--- src/rtl/fwd_pkg.sv ---
// fwd_pkg: forward-select codes and register constants shared by the hazard unit
package fwd_pkg;
  localparam logic [1:0] FWD_RF    = 2'b00;
  localparam logic [1:0] FWD_EXMEM = 2'b01;
  localparam logic [1:0] FWD_MEMWB = 2'b10;
  localparam logic [1:0] FWD_RSVD  = 2'b11;
  localparam logic [4:0] REG_ZERO  = 5'd0;
endpackage

--- src/rtl/fwd_compare.sv ---
// fwd_compare: per-operand producer match, youngest producer (EX) wins over MEM
module fwd_compare
  import fwd_pkg::*;
#(
  parameter int REG_AW = 5
) (
  input  logic [REG_AW-1:0] src,
  input  logic              uses_src,
  input  logic [REG_AW-1:0] ex_dest,
  input  logic              ex_we,
  input  logic [REG_AW-1:0] mem_dest,
  input  logic              mem_we,
  output logic [1:0]        sel
);
  logic hit_e, hit_m;
  assign hit_e = uses_src & ex_we & (ex_dest != REG_AW'(REG_ZERO)) & (ex_dest == src);
  assign hit_m = uses_src & mem_we & (mem_dest != REG_AW'(REG_ZERO)) & (mem_dest == src);
  assign sel = hit_e ? FWD_EXMEM : hit_m ? FWD_MEMWB : FWD_RF;
endmodule

--- src/rtl/fwd_hazard_unit.sv ---
// fwd_hazard_unit: dest pipe tracking, registered forward selects, load-use stall and stall counter
module fwd_hazard_unit
  import fwd_pkg::*;
#(
  parameter int REG_AW = 5,
  parameter int CNT_W  = 16
) (
  input  logic              clk,
  input  logic              rst_n,
  input  logic [REG_AW-1:0] id_rs,
  input  logic [REG_AW-1:0] id_rt,
  input  logic              id_uses_rs,
  input  logic              id_uses_rt,
  input  logic [REG_AW-1:0] ex_dest,
  input  logic              ex_reg_write,
  input  logic              ex_mem_read,
  input  logic              flush,
  output logic [1:0]        fwd_a_sel,
  output logic [1:0]        fwd_b_sel,
  output logic              stall,
  output logic [REG_AW-1:0] mem_dest,
  output logic              mem_reg_write,
  output logic [REG_AW-1:0] wb_dest,
  output logic              wb_reg_write,
  output logic [CNT_W-1:0]  stall_count
);
  logic [REG_AW-1:0] mem_dest_q, wb_dest_q;
  logic              mem_we_q, wb_we_q, hazard;
  logic [1:0]        a_cmp, b_cmp, a_d, b_d, a_q, b_q;
  logic [CNT_W-1:0]  cnt_d, cnt_q;

  fwd_compare #(.REG_AW(REG_AW)) u_cmp_a (
    .src(id_rs), .uses_src(id_uses_rs), .ex_dest(ex_dest), .ex_we(ex_reg_write),
    .mem_dest(mem_dest_q), .mem_we(mem_we_q), .sel(a_cmp)
  );
  fwd_compare #(.REG_AW(REG_AW)) u_cmp_b (
    .src(id_rt), .uses_src(id_uses_rt), .ex_dest(ex_dest), .ex_we(ex_reg_write),
    .mem_dest(mem_dest_q), .mem_we(mem_we_q), .sel(b_cmp)
  );

  assign hazard = ex_mem_read & ex_reg_write & (ex_dest != REG_AW'(REG_ZERO)) &
                  ((id_uses_rs & (ex_dest == id_rs)) | (id_uses_rt & (ex_dest == id_rt)));
  assign stall  = rst_n & hazard;

  // bubble or flush sends zero selects into EX; only unflushed stalls are counted, saturating
  always_comb begin
    a_d   = (flush | hazard) ? FWD_RF : a_cmp;
    b_d   = (flush | hazard) ? FWD_RF : b_cmp;
    cnt_d = (hazard & ~flush & ~&cnt_q) ? cnt_q + CNT_W'(1) : cnt_q;
  end

  // dest pipe advances every edge, even while stalled
  always_ff @(posedge clk) begin
    if (!rst_n) begin
      mem_dest_q <= '0;
      mem_we_q   <= 1'b0;
      wb_dest_q  <= '0;
      wb_we_q    <= 1'b0;
      a_q        <= FWD_RF;
      b_q        <= FWD_RF;
      cnt_q      <= '0;
    end else begin
      mem_dest_q <= ex_dest;
      mem_we_q   <= ex_reg_write;
      wb_dest_q  <= mem_dest_q;
      wb_we_q    <= mem_we_q;
      a_q        <= a_d;
      b_q        <= b_d;
      cnt_q      <= cnt_d;
    end
  end

  assign fwd_a_sel     = a_q;
  assign fwd_b_sel     = b_q;
  assign mem_dest      = mem_dest_q;
  assign mem_reg_write = mem_we_q;
  assign wb_dest       = wb_dest_q;
  assign wb_reg_write  = wb_we_q;
  assign stall_count   = cnt_q;
endmodule

--- config.mk ---
export PLATFORM = sky130hd
export DESIGN_NAME = fwd_hazard_unit
export DESIGN_NICKNAME = d
export VERILOG_FILES = /design/src/rtl/fwd_pkg.sv /design/src/rtl/fwd_compare.sv /design/src/rtl/fwd_hazard_unit.sv
export SDC_FILE = /design/constraint.sdc
export NUM_CORES = 1
export LEC_CHECK = 0
export CAP_MARGIN = 40
export CORE_ASPECT_RATIO = 1.4
export CORE_MARGIN = 3
export CORE_UTILIZATION = 43
export CTS_BUF_LIST = sky130_fd_sc_hd__clkbuf_2 sky130_fd_sc_hd__clkbuf_4 sky130_fd_sc_hd__clkbuf_8
export DETAILED_ROUTE_END_ITERATION = 8
export PLACE_DENSITY = 0.74
export SYNTH_ARGS = -nofsm -noshare
export SYNTH_HDL_FRONTEND = slang
export SYNTH_HIERARCHICAL = 1
export SYNTH_SLANG_ARGS = --single-unit
export TNS_END_PERCENT = 10
--- constraint.sdc ---
create_clock -name clk -period 3.35 [get_ports clk]
set_input_delay 1.005 -clock clk [delete_from_list [all_inputs] [get_ports clk]]
set_output_delay 1.005 -clock clk [all_outputs]
set_load 0.05 [all_outputs]
==> out/qor.txt, run 1 <==
global-route wire length before repair: 7680 um
top cell type's share of synthesized area: 0.356
final worst setup slack: 0.0374 ns
core area: 3990 um^2
EDFF count, synth: 0
Yosys top cell by area: dfxtp_1
ys async rst share: 0
Initial Utilization: 0.451
R2R Path Start: stall_count[0]$_SDFFE_PN0P_
htree depth: 2
worst relative slew slack: 0.663
share of layout cells above drive strength 1: 0.210
die width: 60.7 um
Setup-failing EPs final: 0
Synth top cells by count: 32 x dfxtp_1, 16 x xnor2_1, 13 x and2_1, 13 x nand2_1
Buf+Inv Stages, Crit Path: 2
post-synthesis cell type count: 42
Pint: 692 uW
Hold Path Origin: stall_count[1]$_SDFFE_PN0P_
site row count: 27
Synth Register Bits: 32
RSZ-0062 raised after global routing: no
crit path DAT: 2.31 ns
Final Net Count: 294
reported net switching power: 240 uW
Routed WL per cell: 15.3 um
grt ovf: 0
Worst VDD drop: 264 uV
Cells after Synth: 192
Setup Skew: 0.00426 ns
Post-Syn Area: 1800 um^2
CTS Buffer Depth: 2
DRT Wirelength: 4830 um
Via-to-Cell Ratio: 5.53
HP Class: flip-flop to flip-flop
Comb pwr share: 0.177
biggest cell delay along the critical path: 0.40 ns
crit path kind: input pin to output port
fin crit period: 3.31 ns
Crit path max-delay family: simple AND/OR/NAND/NOR gates
post-synthesis sequential area ratio: 0.356
Max Cap Viol: 0
vias in the first global route: 1707
DR pass1 iterations: 4
CP Capture Type: output port
Lkg Pwr: 0.987 nW
most instantiated library cell after synthesis: dfxtp_1
total clock sinks: 32
Clk network pwr share: 0.401
Detail Route Antenna Nets: 0
hold slack: 0.490 ns
Clk pin slew, worst setup/hold paths: 0.06 ns
cts bufs inserted: 5
PwrDens: 348 nW/um^2
largest net degree at the start of global routing: 28
crit-path cells: dlygate4sd2_1, or3_1, o311a_4, nand2b_4, nor2_4, buf_12
Hold Vio Cnt, Final: 0
Worst EP required: 2.34 ns
Tcrit/Tclk final: 0.989
pin slew with the least headroom to its limit: 0.504 ns
port bufs: 54
fin. max-slew vios: 0
Worst setup SP type: input pin
peak fanout along the critical path: 4
synthesis-to-layout area growth: 49.0%
DR vias: 1743
Syn Nets: 215
pre-CTS WS: -0.284 ns
CTS tree: built
Reg area: 641 um^2
Tot GR Track Use: 0.207
initial antenna violation count: 0
Max stage delay cell, worst path: or3_1
detailed-route DRC error count: 0
area occupied by multi-input gates: 1130 um^2
die area: 5010 um^2
chip height: 82.5 um
fillers: 347
ranking of synthesized cells by area: dfxtp_1 36%, xnor2_1 7.8%, xor2_1 4.9%, and2_1 4.5%, nand4_1 3.1%
synth warn: 6
ys flop type: dfxtp_1
Iteration-0 DRC Markers: 53
I/O pin cnt: 55
total power: 932 uW
Reg power frac: 0.422
dpl hpwl: 3550 um
clk_lat worst skew: 0.29 ns
Syn Area/Cell: 9.37 um^2
status: finished clean
# diodes: 0
Sw Share: 0.258
clock tree root buffer cell: clkbuf_8
Placer Congestion: 0.854
Max Fclk: 302 MHz
crit path from: ex_dest[0]
-- cell usage in the layout, fill, tap and decap left out, types with 3 or more instances in the layout --
master,netlist,final
and4b_1,4,4
clkdlybuf4s50_1,0,39
xnor2_1,16,16
nor3_2,3,3
xor2_1,10,10
and2_1,13,13
mux2i_1,5,5
nand2b_1,6,5
a21oi_1,10,10
o21ai_0,4,4
o31ai_1,6,6
nand3_1,4,4
buf_4,2,24
dfxtp_1,32,32
nand2_1,13,13
inv_1,5,5
clkbuf_8,0,5
or3_1,5,5
nor4_2,4,5
nand4_1,9,9
dlygate4sd2_1,0,6
or4_1,7,7
-- flip-flops by register name, summed over array words and instances (netlist names) --
register,flops
stall_count,16
mem_dest,5
wb_dest,5
fwd_a_sel,2
fwd_b_sel,2
mem_reg_write,1
wb_reg_write,1
-- final cells by class --
class                           instances  area share
Tap cell                               43      0.0201
Inverter                                5     0.00700
Sequential cell                        32       0.239
Clock inverter                          2      0.0131
Multi-Input combinational cell        148       0.422
Clock buffer                            6      0.0285
Timing Repair Buffer                   79       0.271
-- tightest hold or removal path: stages (launching register included) --
cell and delay, ns:
dfxtp_1 0.33, nand2_1 0.06, mux2i_1 0.05
-- what timing repair did --
item | 4_1_cts | 5_1_grt
hold buffers | 0 | 0
endpoints found under the setup margin | 1 | 1
resized for setup | 21 | 9
pin swaps | 4 | 5
buffers inserted | 0 | 1
-- final timing paths --
path / to / slack [ns] / cells past startpoint
setup / recovery: stall / 0.04 / 6
hold / removal: stall_count[1]$_SDFFE_PN0P_ / 0.49 / 2
setup reg to reg: stall_count[10]$_SDFFE_PN0P_ / 1.51 / 6
hold reg to reg: stall_count[1]$_SDFFE_PN0P_ / 0.49 / 2
-- metrics by stage --
stage                     instance area [um^2]   util  cells  TNS, ns
after floorplan                           1800      -    192        0
final                                     2680  0.672    315        0
after detailed placement                  2540  0.638    306   -0.284
after CTS                                 2660  0.668    314        0
after global placement                    2540  0.638    306   -0.288
after global routing                      2680  0.672    315        0
-- routing by layer --
layer,GRT usage,vias to the layer above,routed length [um],part of all wire
li1,-,869,-,-
met1,0.226,814,2020,0.42
met2,0.380,52,2490,0.52
met3,0.0342,8,225,0.047
met4,0.0911,0,95,0.020
met5,0,-,0,0
-- kinds of logic (layout without fill, tap and decap cells) --
kind of cell / count (synthesis) / count (layout) / share of synthesized area
flops: 32 / 32 / 0.356
mux: 5 / 5 / 0.0278
xor+xnor: 26 / 26 / 0.127
buf+inv: 12 / 92 / 0.0341
fa+ha+maj: 1 / 1 / 0.00695
compound gates: 33 / 33 / 0.143
simple gates: 83 / 83 / 0.306
-- power groups by stage --
| stage | registers [mW] | logic (mW) | clock network, mW |
|---|---|---|---|
| after floorplan | 0.425 | 0.0553 | 0 |
| final | 0.394 | 0.165 | 0.374 |
| after detailed placement | 0.402 | 0.165 | 0 |
| after global placement | 0.402 | 0.165 | 0 |
| after global routing | 0.394 | 0.176 | 0.396 |
| after CTS | 0.394 | 0.164 | 0.380 |
(Power assumes the default switching activity.)
==> run 2: changes to the inputs <==
SKIP_CTS_REPAIR_TIMING = 1   (was not set)
==> out/qor.txt, run 2 (synthesized netlist as in run 1, its figures left out) <==
Inst Count DP: 306 (unchanged)
pre-CTS WS: -0.284 ns (unchanged)
crit path kind: input pin to output port
clock tree root buffer cell: clkbuf_8
Max Cap Viol: 0 (unchanged)
RSZ-0062 raised after global routing: no
worst relative slew slack: 0.662 (about the same)
total clock sinks: 32 (unchanged)
Reg power frac: 0.422 (about the same)
Worst EP required: 2.34 ns (about the same)
Tot GR Track Use: 0.204 (-0.00315)
global-route wire length before repair: 7580 um (-1.3%)
commonest non-fill, non-tap cell in the layout: clkdlybuf4s50_1
DRT Wirelength: 4800 um (-0.62%)
HP Class: flip-flop to flip-flop
DR vias: 1752 (+0.52%)
Max stage delay cell, worst path: o311a_1
Sw Share: 0.257 (-0.00101)
Hold Vio Cnt, Final: 0 (unchanged)
core area: 3990 um^2 (unchanged)
site row count: 27 (unchanged)
vias in the first global route: 1697 (-0.59%)
post-route cell area: 2710 um^2 (+1.1%)
initial antenna violation count: 0 (unchanged)
detailed-route DRC error count: 0 (unchanged)
port bufs: 54 (unchanged)
Setup Skew: 0.00457 ns (+0.000311 ns)
DR pass1 iterations: 4 (unchanged)
Worst VDD drop: 265 uV (+0.10%)
fillers: 341 (-1.7%)
fin crit period: 3.31 ns (-0.00464 ns)
Pint: 694 uW (+0.32%)
Clk pin slew, worst setup/hold paths: 0.06 ns (about the same)
hold slack: 0.490 ns (-0.0000160 ns)
chip height: 82.5 um (unchanged)
cts bufs inserted: 5 (unchanged)
dpl hpwl: 3550 um (unchanged)
Worst setup SP type: input pin
die width: 60.7 um (unchanged)
PwrDens: 345 nW/um^2 (-0.88%)
crit path DAT: 2.30 ns (about the same)
final worst setup slack: 0.0420 ns (+0.00464 ns)
Placed Area: 2540 um^2 (unchanged)
htree depth: 2 (unchanged)
Detail Route Antenna Nets: 0 (unchanged)
reported net switching power: 240 uW (-0.21%)
Final Net Count: 294 (unchanged)
Placer Congestion: 0.854 (unchanged)
CTS tree: built
Lkg Pwr: 1.07 nW (+8.5%)
Iteration-0 DRC Markers: 37 (-30%)
share of layout cells above drive strength 1: 0.195 (-0.0147)
Initial Utilization: 0.451 (unchanged)
# diodes: 0 (unchanged)
Setup-failing EPs final: 0 (unchanged)
Routed WL per cell: 15.2 um (-0.62%)
Via-to-Cell Ratio: 5.56 (+0.52%)
CP Capture Type: output port
peak fanout along the critical path: 4 (unchanged)
largest net degree at the start of global routing: 28 (unchanged)
grt ovf: 0 (unchanged)
commonest non-fill, non-tap cells in the layout: 39 x clkdlybuf4s50_1, 32 x dfxtp_1, 25 x buf_4
fin. max-slew vios: 0 (unchanged)
max reg flops: 16 (unchanged)
I/O pin cnt: 55 (unchanged)
synthesis-to-layout area growth: 50.6%
Max Fclk: 302 MHz (+0.14%)
biggest cell delay along the critical path: 0.39 ns (about the same)
Clk network pwr share: 0.401 (about the same)
status: finished clean
CTS Buffer Depth: 2 (unchanged)
total power: 934 uW (+0.18%)
crit-path cells: dlymetal6s2s_1, buf_4, or3_1, o311a_1, nand2b_4, nor2_4, buf_12
Finished Layout Cells: 315 (unchanged)
Comb pwr share: 0.178 (about the same)
die area: 5010 um^2 (unchanged)
Tcrit/Tclk final: 0.987 (-0.00139)
pin slew with the least headroom to its limit: 0.505 ns (+0.000388 ns)
clk_lat worst skew: 0.29 ns (about the same)
[run 2: power groups by stage]
stage               logic [mW]  clock network [mW]  registers (mW)
finish                   0.166               0.374           0.394
global route             0.178               0.396           0.394
CTS                      0.167               0.380           0.394
detailed placement       0.165                   0           0.402
global placement         0.165                   0           0.402
floorplan               0.0553                   0           0.425
[run 2: layout make-up]
class	instances	area, um^2	area share
sequential	32	641	0.236
multi-input combinational	148	1120	0.413
clock buffer	6	76.3	0.0282
tap	43	53.8	0.0199
inverter	5	18.8	0.00693
timing repair buffer	79	766	0.283
clock inverter	2	35.0	0.0129
[run 2: worst max-delay path, delay by kind of cell]
kind                   cells  cell delay, ns
buffers and inverters      3            0.43
AND/OR/NAND/NOR            3            0.47
AO/OA/AOI/OAI              1            0.39
[run 2: path summary, 6_finish.rpt]
path              slack [ns]                   startpoint  depth (start not counted)                      endpoint
setup / recovery        0.04                   ex_dest[2]                          7                         stall
hold / removal          0.49  stall_count[1]$_SDFFE_PN0P_                          2   stall_count[1]$_SDFFE_PN0P_
setup reg to reg        1.52  stall_count[0]$_SDFFE_PN0P_                          6  stall_count[10]$_SDFFE_PN0P_
hold reg to reg         0.49  stall_count[1]$_SDFFE_PN0P_                          2   stall_count[1]$_SDFFE_PN0P_
[run 2: routing by layer]
metal	global-route usage	vias up	part of all wire
li1	-	870	-
met4	0.0911	0	0.020
met1	0.223	815	0.41
met3	0.0342	8	0.052
met2	0.373	59	0.51
met5	0	-	0
[run 2: through the flow]
stage          setup TNS (ns)  utilization
2_1_floorplan               0            -
3_3_place_gp           -0.288        0.638
3_5_place_dp           -0.284        0.638
4_1_cts                -0.306        0.666
5_1_grt                     0        0.680
6_report                    0        0.680
==> run 3: changes to the inputs <==
ABC_AREA = 0   (was not set)
ABC_CLOCK_PERIOD_IN_PS = 3350   (was not set)
==> results of run 3 <==
Same layout as run 2: the final DEF is identical, and so are final timing and power.
